--- config.mk ---
export PLATFORM = sky130hd
export DESIGN_NAME = capping_sequencer
export DESIGN_NICKNAME = d
export VERILOG_FILES = /design/src/rtl/capping_sequencer.sv
export SDC_FILE = /design/constraint.sdc
export NUM_CORES = 1
export LEC_CHECK = 0
export ABC_CLOCK_PERIOD_IN_PS = 5000
export BUFFER_PORTS_ARGS = -buffer_cell sky130_fd_sc_hd__buf_2
export CORE_MARGIN = 10
export CORE_UTILIZATION = 35
export DETAILED_ROUTE_END_ITERATION = 10
export GPL_TIMING_DRIVEN = 0
export PLACE_DENSITY = 0.57
export SLEW_MARGIN = 30
export SYNTH_ARGS = -nofsm -noshare
export SYNTH_HDL_FRONTEND = slang
export SYNTH_SLANG_ARGS = --single-unit
--- constraint.sdc ---
create_clock -name CLKplaca -period 5 [get_ports CLKplaca]
set_input_delay 0.25 -clock CLKplaca [delete_from_list [all_inputs] [get_ports CLKplaca]]
set_output_delay 0.25 -clock CLKplaca [all_outputs]
set_load 0.02 [all_outputs]
--- src/rtl/capping_sequencer.sv ---
// Bottle capping sequencer: positions the bottle, drives the capping press, and requests cork refills, with a timeout on refill.
// All outputs are registered (1-cycle latency from inputs); garrafa is ignored while capping; optional counter enabled by CONTADOR_GARRAFAS_EN.
module capping_sequencer #(
    parameter int unsigned POS_CICLOS     = 4,
    parameter int unsigned PRENSA_CICLOS  = 8,
    parameter int unsigned TIMEOUT_CICLOS = 255
) (
    input  logic       CLKplaca,
    input  logic       ini_n,
    input  logic       garrafa,
    input  logic       TemR,
    output logic       Tampar,
    output logic       adicionar,
    output logic       esteira,
    output logic       alarme,
    output logic       erro,
    output logic [7:0] garrafas_cnt
);

    localparam logic [7:0] POS_LOAD     = 8'(POS_CICLOS - 1);
    localparam logic [7:0] PRENSA_LOAD  = 8'(PRENSA_CICLOS - 1);
    localparam logic [7:0] TIMEOUT_LOAD = 8'(TIMEOUT_CICLOS - 1);

    typedef enum logic [2:0] {
        ESPERA,
        POSICIONA,
        TAMPA,
        LIBERA,
        SEM_ROLHA,
        ERRO
    } state_t;

    state_t     state;
    state_t     state_nxt;
    logic [7:0] timer;
    logic [7:0] timer_nxt;

    always_ff @(posedge CLKplaca) begin
        if (!ini_n) begin
            state     <= ESPERA;
            timer     <= 8'd0;
            Tampar    <= 1'b0;
            adicionar <= 1'b0;
            esteira   <= 1'b1;
            alarme    <= 1'b0;
            erro      <= 1'b0;
        end else begin
            state     <= state_nxt;
            timer     <= timer_nxt;
            // Outputs decoded from the next state so they line up with the state register.
            Tampar    <= (state_nxt == TAMPA);
            adicionar <= (state_nxt == SEM_ROLHA) && (state != SEM_ROLHA);
            esteira   <= (state_nxt == ESPERA) || (state_nxt == LIBERA);
            alarme    <= (state_nxt == SEM_ROLHA) || (state_nxt == ERRO);
            erro      <= (state_nxt == ERRO);
        end
    end

    always_comb begin
        state_nxt = state;
        timer_nxt = timer;
        case (state)
            ESPERA: begin
                if (garrafa) begin
                    state_nxt = POSICIONA;
                    timer_nxt = POS_LOAD;
                end
            end
            POSICIONA: begin
                // A bottle that leaves before settling is never capped.
                if (!garrafa) begin
                    state_nxt = ESPERA;
                end else if (timer == 8'd0) begin
                    if (TemR) begin
                        state_nxt = TAMPA;
                        timer_nxt = PRENSA_LOAD;
                    end else begin
                        state_nxt = SEM_ROLHA;
                        timer_nxt = TIMEOUT_LOAD;
                    end
                end else begin
                    timer_nxt = timer - 8'd1;
                end
            end
            TAMPA: begin
                if (timer == 8'd0) begin
                    state_nxt = LIBERA;
                end else begin
                    timer_nxt = timer - 8'd1;
                end
            end
            LIBERA: begin
                if (!garrafa) begin
                    state_nxt = ESPERA;
                end
            end
            SEM_ROLHA: begin
                if (TemR) begin
                    state_nxt = TAMPA;
                    timer_nxt = PRENSA_LOAD;
                end else if (timer == 8'd0) begin
                    state_nxt = ERRO;
                end else begin
                    timer_nxt = timer - 8'd1;
                end
            end
            ERRO: begin
                state_nxt = ERRO;
            end
            default: begin
                state_nxt = ESPERA;
                timer_nxt = 8'd0;
            end
        endcase
    end

`ifdef CONTADOR_GARRAFAS_EN
    always_ff @(posedge CLKplaca) begin
        if (!ini_n) begin
            garrafas_cnt <= 8'd0;
        end else if ((state == TAMPA) && (state_nxt == LIBERA)) begin
            garrafas_cnt <= garrafas_cnt + 8'd1;
        end
    end
`else
    assign garrafas_cnt = 8'd0;
`endif

endmodule

## Word level (Yosys, flattened, before mapping)

Cells that the tools add are included.

| cells by class | value |
|---|---|
| $add $sub $neg | 1 |
| eq/ne operators | 12 |
| muxes and demuxes | 16 |
| bitwise logic cells | 1 |
| reduce and logical (&&, ||, !) cells | 8 |

Operators with widths:

| cell | number |
|---|---|
| $mux W8 | 6 |
| $pmux W8 S5 | 1 |
| $mux W3 | 8 |
| $pmux W3 S6 | 1 |
| $eq A3 B2 Y1 const B | 4 |
| $eq A3 B3 Y1 const B | 4 |
| $logic_not A8 Y1 | 1 |
| $sub A8 B1 Y8 const B | 1 |
| $logic_not A3 Y1 | 2 |
| $ne A2 B2 Y1 const B | 2 |
| $eq A3 B1 Y1 const B | 1 |
| $ne A3 B3 Y1 const B | 1 |
| $reduce_and A3 Y1 | 1 |
| $logic_or A1 B1 Y1 | 2 |
| $reduce_or A2 Y1 | 1 |
| $logic_and A1 B1 Y1 | 1 |
| $not A1 Y1 | 1 |

| storage, ports and cells | value |
|---|---|
| register bits | 16 |
| bits of input ports | 4 |
| word-level logic and storage cells | 45 |

## Depth between registers and ports, before layout

Gate-level depths: netlist (run 1).

| logic depth | value |
|---|---|
| word-level depth | 6 |
| mapped depth | 8 |
| gate-level depth less buffers | 7 |

## Worst setup path before layout (run 1)

Ideal clock, no wire load.

| timing | value |
|---|---|
| kind | register to register |
| from | register timer[2] |
| to | register esteira |
| data arrival time | 1.824 ns |
| path slack | 3.047 ns |
| stages on the path, launching flop included | 8 |
| path buffers | 2 |
| cells stage by stage | dfxtp_1 -> buf_6 -> or4_4 -> buf_6 -> or2_4 -> a211oi_4 -> xor2_1 -> a21oi_1 |

| on the way | value |
|---|---|
| cells in the longest elaborated chain, start to end | 6 |

Ends and longest elaborated chain:

| element | RTL line | text |
|---|---|---|
| from (decl) | 35 | `logic [7:0] timer;` |
| from (signal assigned) | 49 | `timer <= timer_nxt;` |
| $logic_not A8 Y1 * | 73, 86, 101 |  |
| $mux W3 (on tied branches) | 101, 73 |  |
| $mux W3 (on tied branches) | 98, 71 |  |
| $pmux W3 S6 * | 62 | `case (state)` |
| $eq A3 B2 Y1 or $logic_not A3 Y1 (tied branches) | 53 | `esteira <= (state_nxt == ESPERA) \|\| (state_nxt == LIBERA);` |
| $logic_or A1 B1 Y1 * | 53 |  |
| to (signal assigned) | 53 |  |
| to (decl) | 14 | `output logic esteira,` |

Mark *: on every way between the ends. The rest lies on a longest branch, timed or not.
A chain may end at the register's enable or synchronous reset.

## Worst setup path after layout (run 1)

| timing | value |
|---|---|
| from | register timer[0] |
| to | register timer[5] |

| on the way | value |
|---|---|
| cells in the longest elaborated chain, start to end | 4 |

Ends and longest elaborated chain:

| element | RTL line |
|---|---|
| $sub A8 B1 Y8 or $logic_not A8 Y1 (tied branches) | -- |
| $mux W8 (on tied branches) | 86, 101, 73 |
| $mux W8 (on tied branches) | 98, 71 |
| $pmux W8 S5 * | 62 |

Mark *: on every way between the ends. The rest lies on a longest branch, timed or not. The select of a mux whose other input is x is not followed.

==> results by group, run 1 <==
Outcome
  • Outcome: finished, final reports clean

Critical path
  • Worst r2r path cells: 8
  • Crit path kind: reg -> reg
  • Reg2Reg Capture Point: timer[5]
  • Req. time, crit path: approximately 5.2 ns
  • CP arrival: around 2.4 ns
  • Worst-path maximum fanout: 7
  • CP endpoint kind: flop
  • R2R Path Start: timer[0]
  • R2r setup slk: 2.80 ns
  • Worst setup SP type: flop

Floorplan
  • Core Rows: 21
  • Core Area: about 3300 µm²
  • Die area: between 6000 and 7000 µm²
  • IO Count: 17
  • Chip height: just under 80 µm
  • Die Wd: approximately 78 µm
  • Initial Util: a little over a third

Synthesis
  • Number of synthesized flops with an enable pin: 0
  • Syn Inst Count: 154
  • Post-synth ARST share: 0%
  • Unique masters post-synth: 43
  • Ys Warns: 0
  • Sequential element share of the synthesized area: roughly 27%
  • Avg Cell Area, Syn: between 7 and 8 µm²
  • Register bit total from synthesis: 16
  • Netlist Area Pre-Place: 1186 µm²
  • Leading register cell type out of synthesis: dfxtp_1

Clock network
  • CTS tree: done
  • Clk root buf: clkbuf_4
  • CTS Buf Count: 3
  • Worst-path clk slew: roughly 0.090 ns
  • PostCTS Resize Cnt: 0
  • Post-CTS Hold Buffers: 0
  • H-tree Lvls: 1
  • Clk Latency, worst-skew pair: 0.28 ns
  • Clk buf depth: 2
  • Sink Count: 16
  • Setup bufs post-CTS: 0

Timing
  • Setup-failing EPs final: 0
  • Final worst-path cycle share: between 40% and 50%
  • RSZ-0062 raised after global routing: no
  • Clock skew: about 0.0039 ns
  • Final hold vios: 0
  • Maximum clock rate: between 400 and 500 MHz
  • Slew Viols, Final: 0
  • Final setup TNS: 0 ns
  • Minimum clock period: between 2 and 2.5 ns
  • Final setup margin: about 2.8 ns
  • Hold slack: around 0.28 ns

Routing
  • Number of remaining DRC errors: 0
  • Final wirelength: about 2.8 mm
  • Total number of vias: around 1.1k
  • Wire length per cell: around 13 µm
  • Pre-Repair DR Iteration Count: 4
  • Initial DRC count: 81
  • Vias per cell: around 5
  • Antenna Nets Post-Route: 0

Placed design
  • Pre-CTS setup slack: between 2 and 3 ns
  • Post-DP HPWL: ~2.3 mm
  • Placed Area: roughly 1300 µm²
  • IO Port Bufs: 7
  • Placer Congestion: 0.7992

Layout
  • Fillers: 355
  • Area delta synth->final: 11.92%
  • Final instance area: about 1300 µm²
  • Register area: 320.3 µm²
  • Number of diodes: 0
  • Final Util: around two fifths
  • Area of the multi-input gates: between 700 and 800 µm²
  • Final nets: 179
  • Share of cells above drive strength 1: between 15 and 20%

Hold path
  • Hold Path Origin: ini_n
  • Hold-critical path depth: 2
  • Min-delay worst type: in -> reg
  • Hold Path End: alarme

Global routing
  • Overflow left after global routing: 0
  • Vias in the first global route: about 1.1k
  • Largest net degree at the start of global routing: 11
  • Initial antenna violation count: 0
  • Gr usage total: 9.563%
  • First-pass GRT wire length: ~5 mm

Pwr
  • P_leak: 0.5130 nW
  • PD cells: ~300 nW/µm²
  • VDD IR max: between 0.00008 and 0.00009 V

Flow run
  • Max-cap viol count: 0
## cell families (layout without fill, tap and decap cells)
family	Yosys count	after routing	synth area share, %
adders and majority gates	2	2	2.109
AOI/OAI and AO/OA	43	43	26.27
DFF	16	16	27.00
buffers and inverters	27	37	12.45
other	1	8	0.3162
xor gates and xnor gates	5	5	3.693
and+or+nand+nor	60	60	28.17
## metrics by stage
step	cells	total power [mW]
detailed placement	214	0.3335
floorplan	161	0.2969
CTS	217	0.4016
global placement	214	0.3281
global route	217	0.4311
finish	217	0.3984
## cells in the mapped netlist (2+ instances only)
library cell	number	area (µm²)
nor2b_1	11	68.82
o31ai_1	2	15.01
xor2_1	2	17.52
a211oi_1	5	37.54
o21ai_0	7	35.03
nor3_1	5	25.02
and2_1	5	31.28
buf_1	3	11.26
nand2_1	14	52.55
a32oi_1	2	17.52
a31oi_1	3	18.77
buf_6	2	22.52
dfxtp_1	16	320.3
nand3_1	3	15.01
nor2_1	7	26.28
o32ai_1	2	17.52
a221oi_1	2	17.52
nor3b_1	2	15.01
nand2b_1	3	18.77
inv_1	7	26.28
o22ai_1	2	12.51
ha_1	2	25.02
xnor2_1	3	26.28
clkbuf_1	6	22.52
a21oi_1	11	55.05
or3b_1	2	17.52
and3_1	2	12.51
buf_4	8	60.06
## layout by cell type, fill, tap and decap left out, drive strengths merged, types with 3 or more instances in the layout
cell     n
and2     5
nor2b   11
nand2   14
buf     20
a31oi    3
a211oi   6
a21oi   11
dfxtp   16
nand3    3
nor3     5
xnor2    3
nor2     7
or3b     3
o21ai    8
nand2b   3
clkbuf  10
inv      7
conb     8
## worst max-delay path, cell delays in order, from the launching register on
cell and delay (ns):
dfxtp_1 0.45, inv_1 0.10, ha_1 0.21, or3b_1 0.15, clkbuf_1 0.27, nor2_1 0.12, o22ai_1 0.26, nand3_1 0.23
a221oi_1 0.30
## final cells by class
cell class / count / share of cell area [%]
Inverter: 7 / 1.979
Buffer: 20 / 9.142
Sequential cell: 16 / 24.13
Tap cell: 46 / 4.336
Timing Repair Buffer: 7 / 2.639
Clock buffer: 3 / 1.697
Multi-Input combinational cell: 118 / 56.08
## sequential cells by signal, summed over array words and instances, names as in the netlist
signal,cells
Tampar,1
state,3
timer,8
alarme,1
adicionar,1
esteira,1
erro,1
## where the power goes
group	leakage (nW)	internal (mW)	switching [mW]	total, mW
sequential	0.130	0.139	0.0123	0.152
clock	0.0138	0.0279	0.0398	0.0677
combinational	0.369	0.0746	0.104	0.179
total	0.513	0.242	0.157	0.398
## worst max-delay path by stage
stage             start       end
6_report       timer[0]  timer[5]
5_1_grt        state[0]  timer[7]
4_1_cts        timer[0]  timer[5]
3_5_place_dp   timer[0]  timer[5]
3_3_place_gp   timer[1]   esteira
2_1_floorplan  timer[2]   esteira
## layer usage
| metal | vias up | routed length, µm | track usage, % |
|---|---|---|---|
| li1 | 563 | - | - |
| met5 | - | 0 | 0 |
| met1 | 520 | 1210 | 11.07 |
| met2 | 25 | 1460 | 17.19 |
| met3 | 4 | 128 | 2.050 |
| met4 | 0 | 42 | 2.688 |
Power figures use the tool's default switching activity.
==> run 2: changes to the inputs <==
ABC_CLOCK_PERIOD_IN_PS = 1800   (was 5000)
PLACE_DENSITY = 0.59   (was 0.57)
clock period = 1.8 ns   (was 5 ns; I/O delays follow)
==> run 2 against run 1 <==
  * The run now ends with negative setup slack left
  * Highest routed layer unchanged
  * Maximum frequency increased by 17%
  * First-iteration DRC count decreased by 27%
  * Clock power increased to 2.8 times the previous value
  * Core utilization increased by 6.7 points
  * Critical path depth decreased by 1
  * Die area unchanged
  * Worst setup slack got worse by 2.9 ns
==> results by group, run 2 (same netlist as run 1, synthesis figures left out) <==
Critical path
  • Worst setup SP type: flop
  • Req. time, crit path: 1.96 ns (-3.23 ns)
  • Crit path kind: reg -> reg
  • CP arrival: 2.04 ns (-0.35 ns)
  • Slowest CP cell: or3b_4
  • Worst-path maximum fanout: 4 (-3)
  • CP endpoint kind: flop
  • Crit-path leading delay family: simple AND/OR/NAND/NOR gates
  • Crit-path cells: inv_4 -> ha_4 -> or3b_4 -> or2_4 -> a211oi_4 -> xor2_1 -> a21oi_1
  • Worst Path Buf+Inv: 1 (-1)
  • Slowest cell delay on critical path: 0.38 ns (-0.07 ns)

Layout
  • Final nets: 192 (+7.3%)
  • Most frequent cells in the layout: buf_4, nand2_1, dfxtp_1
  • Commonest non-fill, non-tap cell in the layout: buf_4
  • Area delta synth->final: 30.70%
  • Number of flip-flops in the largest register: 8 (unchanged)
  • Largest Register: timer
  • Number of diodes: 0 (unchanged)
  • Final Util: 46.83% (+6.7 points)
  • Top flop regs: timer x8, state x3
  • Final Non-Filler Cells: 230 (+6.0%)
  • Share of cells above drive strength 1: 38.59% (+23 points)

Clock network
  • Post-CTS Hold Buffers: 0 (unchanged)
  • CTS Buf Count: 3 (unchanged)
  • Sink Count: 16 (unchanged)
  • H-tree Lvls: 1 (unchanged)
  • Worst-path clk slew: 0.09 ns (about the same)
  • Clk root buf: clkbuf_4
  • Clk buf depth: 2 (unchanged)
  • Clk Latency, worst-skew pair: 0.28 ns (about the same)
  • CTS tree: done

Global routing
  • Vias in the first global route: 1,058 (-2.4%)
  • Gr usage total: 9.614% (+0.051 points)
  • Initial antenna violation count: 0 (unchanged)
  • Largest net degree at the start of global routing: 11 (unchanged)
  • Overflow left after global routing: 0 (unchanged)
  • First-pass GRT wire length: 4.892 mm (-2.5%)

Routing
  • Final wirelength: 3.142 mm (+11%)
  • Total number of vias: 1,171 (+5.3%)
  • Pre-Repair DR Iteration Count: 4 (unchanged)
  • Number of remaining DRC errors: 0 (unchanged)
  • Antenna Nets Post-Route: 0 (unchanged)
  • Vias per cell: 5.091 (-0.65%)
  • Initial DRC count: 59 (-27%)
  • Wire length per cell: 13.66 µm (+4.3%)

Timing
  • Slew Viols, Final: 0 (unchanged)
  • Final worst-path cycle share: 104.5% (+60 points)
  • Final setup margin: -0.08017 ns (-2.881 ns)
  • RSZ-0062 raised after global routing: yes
  • Final hold vios: 0 (unchanged)
  • Minimum clock period: 1.880 ns (-0.3193 ns)
  • Setup-failing EPs final: 9 (+9)
  • Clock skew: 0.003801 ns (-0.00006544 ns)
  • Maximum clock rate: 531.9 MHz (+17%)

Flow run
  • Max-cap viol count: 0 (unchanged)

Floorplan
  • Core Rows: 21 (unchanged)
  • Initial Util: 35.83% (unchanged)
  • Chip height: 78.22 µm (unchanged)
  • Die Wd: 78.22 µm (unchanged)
  • Core Area: 3311 µm² (unchanged)
  • Die area: 6118 µm² (unchanged)
  • IO Count: 17 (unchanged)

Outcome
  • Failing checks: negative setup slack
  • Outcome: finished, violations left

Placed design
  • Placer Congestion: 0.8412 (+5.3%)
  • IO Port Bufs: 7 (unchanged)
  • Cell total after placement: 214 (unchanged)
  • Post-DP HPWL: 2.193 mm (-3.0%)

Pwr
  • P_leak: 0.6246 nW (+22%)
  • VDD IR max: 0.0002876 V (+250%)
  • PD cells: 855.2 nW/µm² (+180%)
  • Total power: 1.326 mW (+230%)

Hold path
  • Min-delay worst type: in -> reg
-- run 2: through the flow --
stage	instance area (µm²)	setup TNS [ns]	hold WS, ns	worst slack [ns]
2_1_floorplan	1231	-0.1079	0.2804	-0.1079
3_3_place_gp	1324	-1.582	0.4097	-0.2752
3_5_place_dp	1324	-1.958	0.4117	-0.2968
4_1_cts	1396	-0.4116	0.1061	-0.08786
5_1_grt	1550	-0.8859	0.1198	-0.1557
6_report	1550	-0.3095	0.1193	-0.08017
-- run 2: final cells by class --
cell class	count	area [µm²]
multi-input cells	118	839.6
plain buffers	16	101.3
inverters	7	33.78
well taps	46	57.56
flip-flops and latches	16	332.8
repair buffers	24	162.7
clock buffers	3	22.52
fillers	332	1760
-- run 2: worst paths after layout --
| check | from | end | slack, ns | cells after the start |
|---|---|---|---|---|
| worst min register to register | timer[4] | timer[4] | 0.50 | 2 |
| worst max register to register | timer[0] | esteira | -0.08 | 7 |
| worst max-delay path | timer[0] | esteira | -0.08 | 7 |
| worst min-delay path | ini_n | alarme | 0.12 | 2 |
-- run 2: timing repair --
item,in CTS,in global routing
setup buffers,7,10
gates resized for setup,12,24
setup endpoints to repair,13,13
pin swaps,5,12
-- run 2: report_power, final --
part / switching (mW) / internal [mW] / total [mW]
clock network: 0.112 / 0.0776 / 0.189
logic: 0.361 / 0.346 / 0.707
registers: 0.0386 / 0.390 / 0.429
total: 0.511 / 0.814 / 1.33
-- run 2: per-layer routing --
layer / vias up / global-route usage (%) / wire [µm] / share of wire, %
met5: - / 0 / 0 / 0
met2: 37 / 16.45 / 1589 / 51
met3: 2 / 2.278 / 187 / 6.0
li1: 591 / - / - / -
met4: 0 / 3.763 / 30 / 0.95
met1: 541 / 11.29 / 1335 / 42
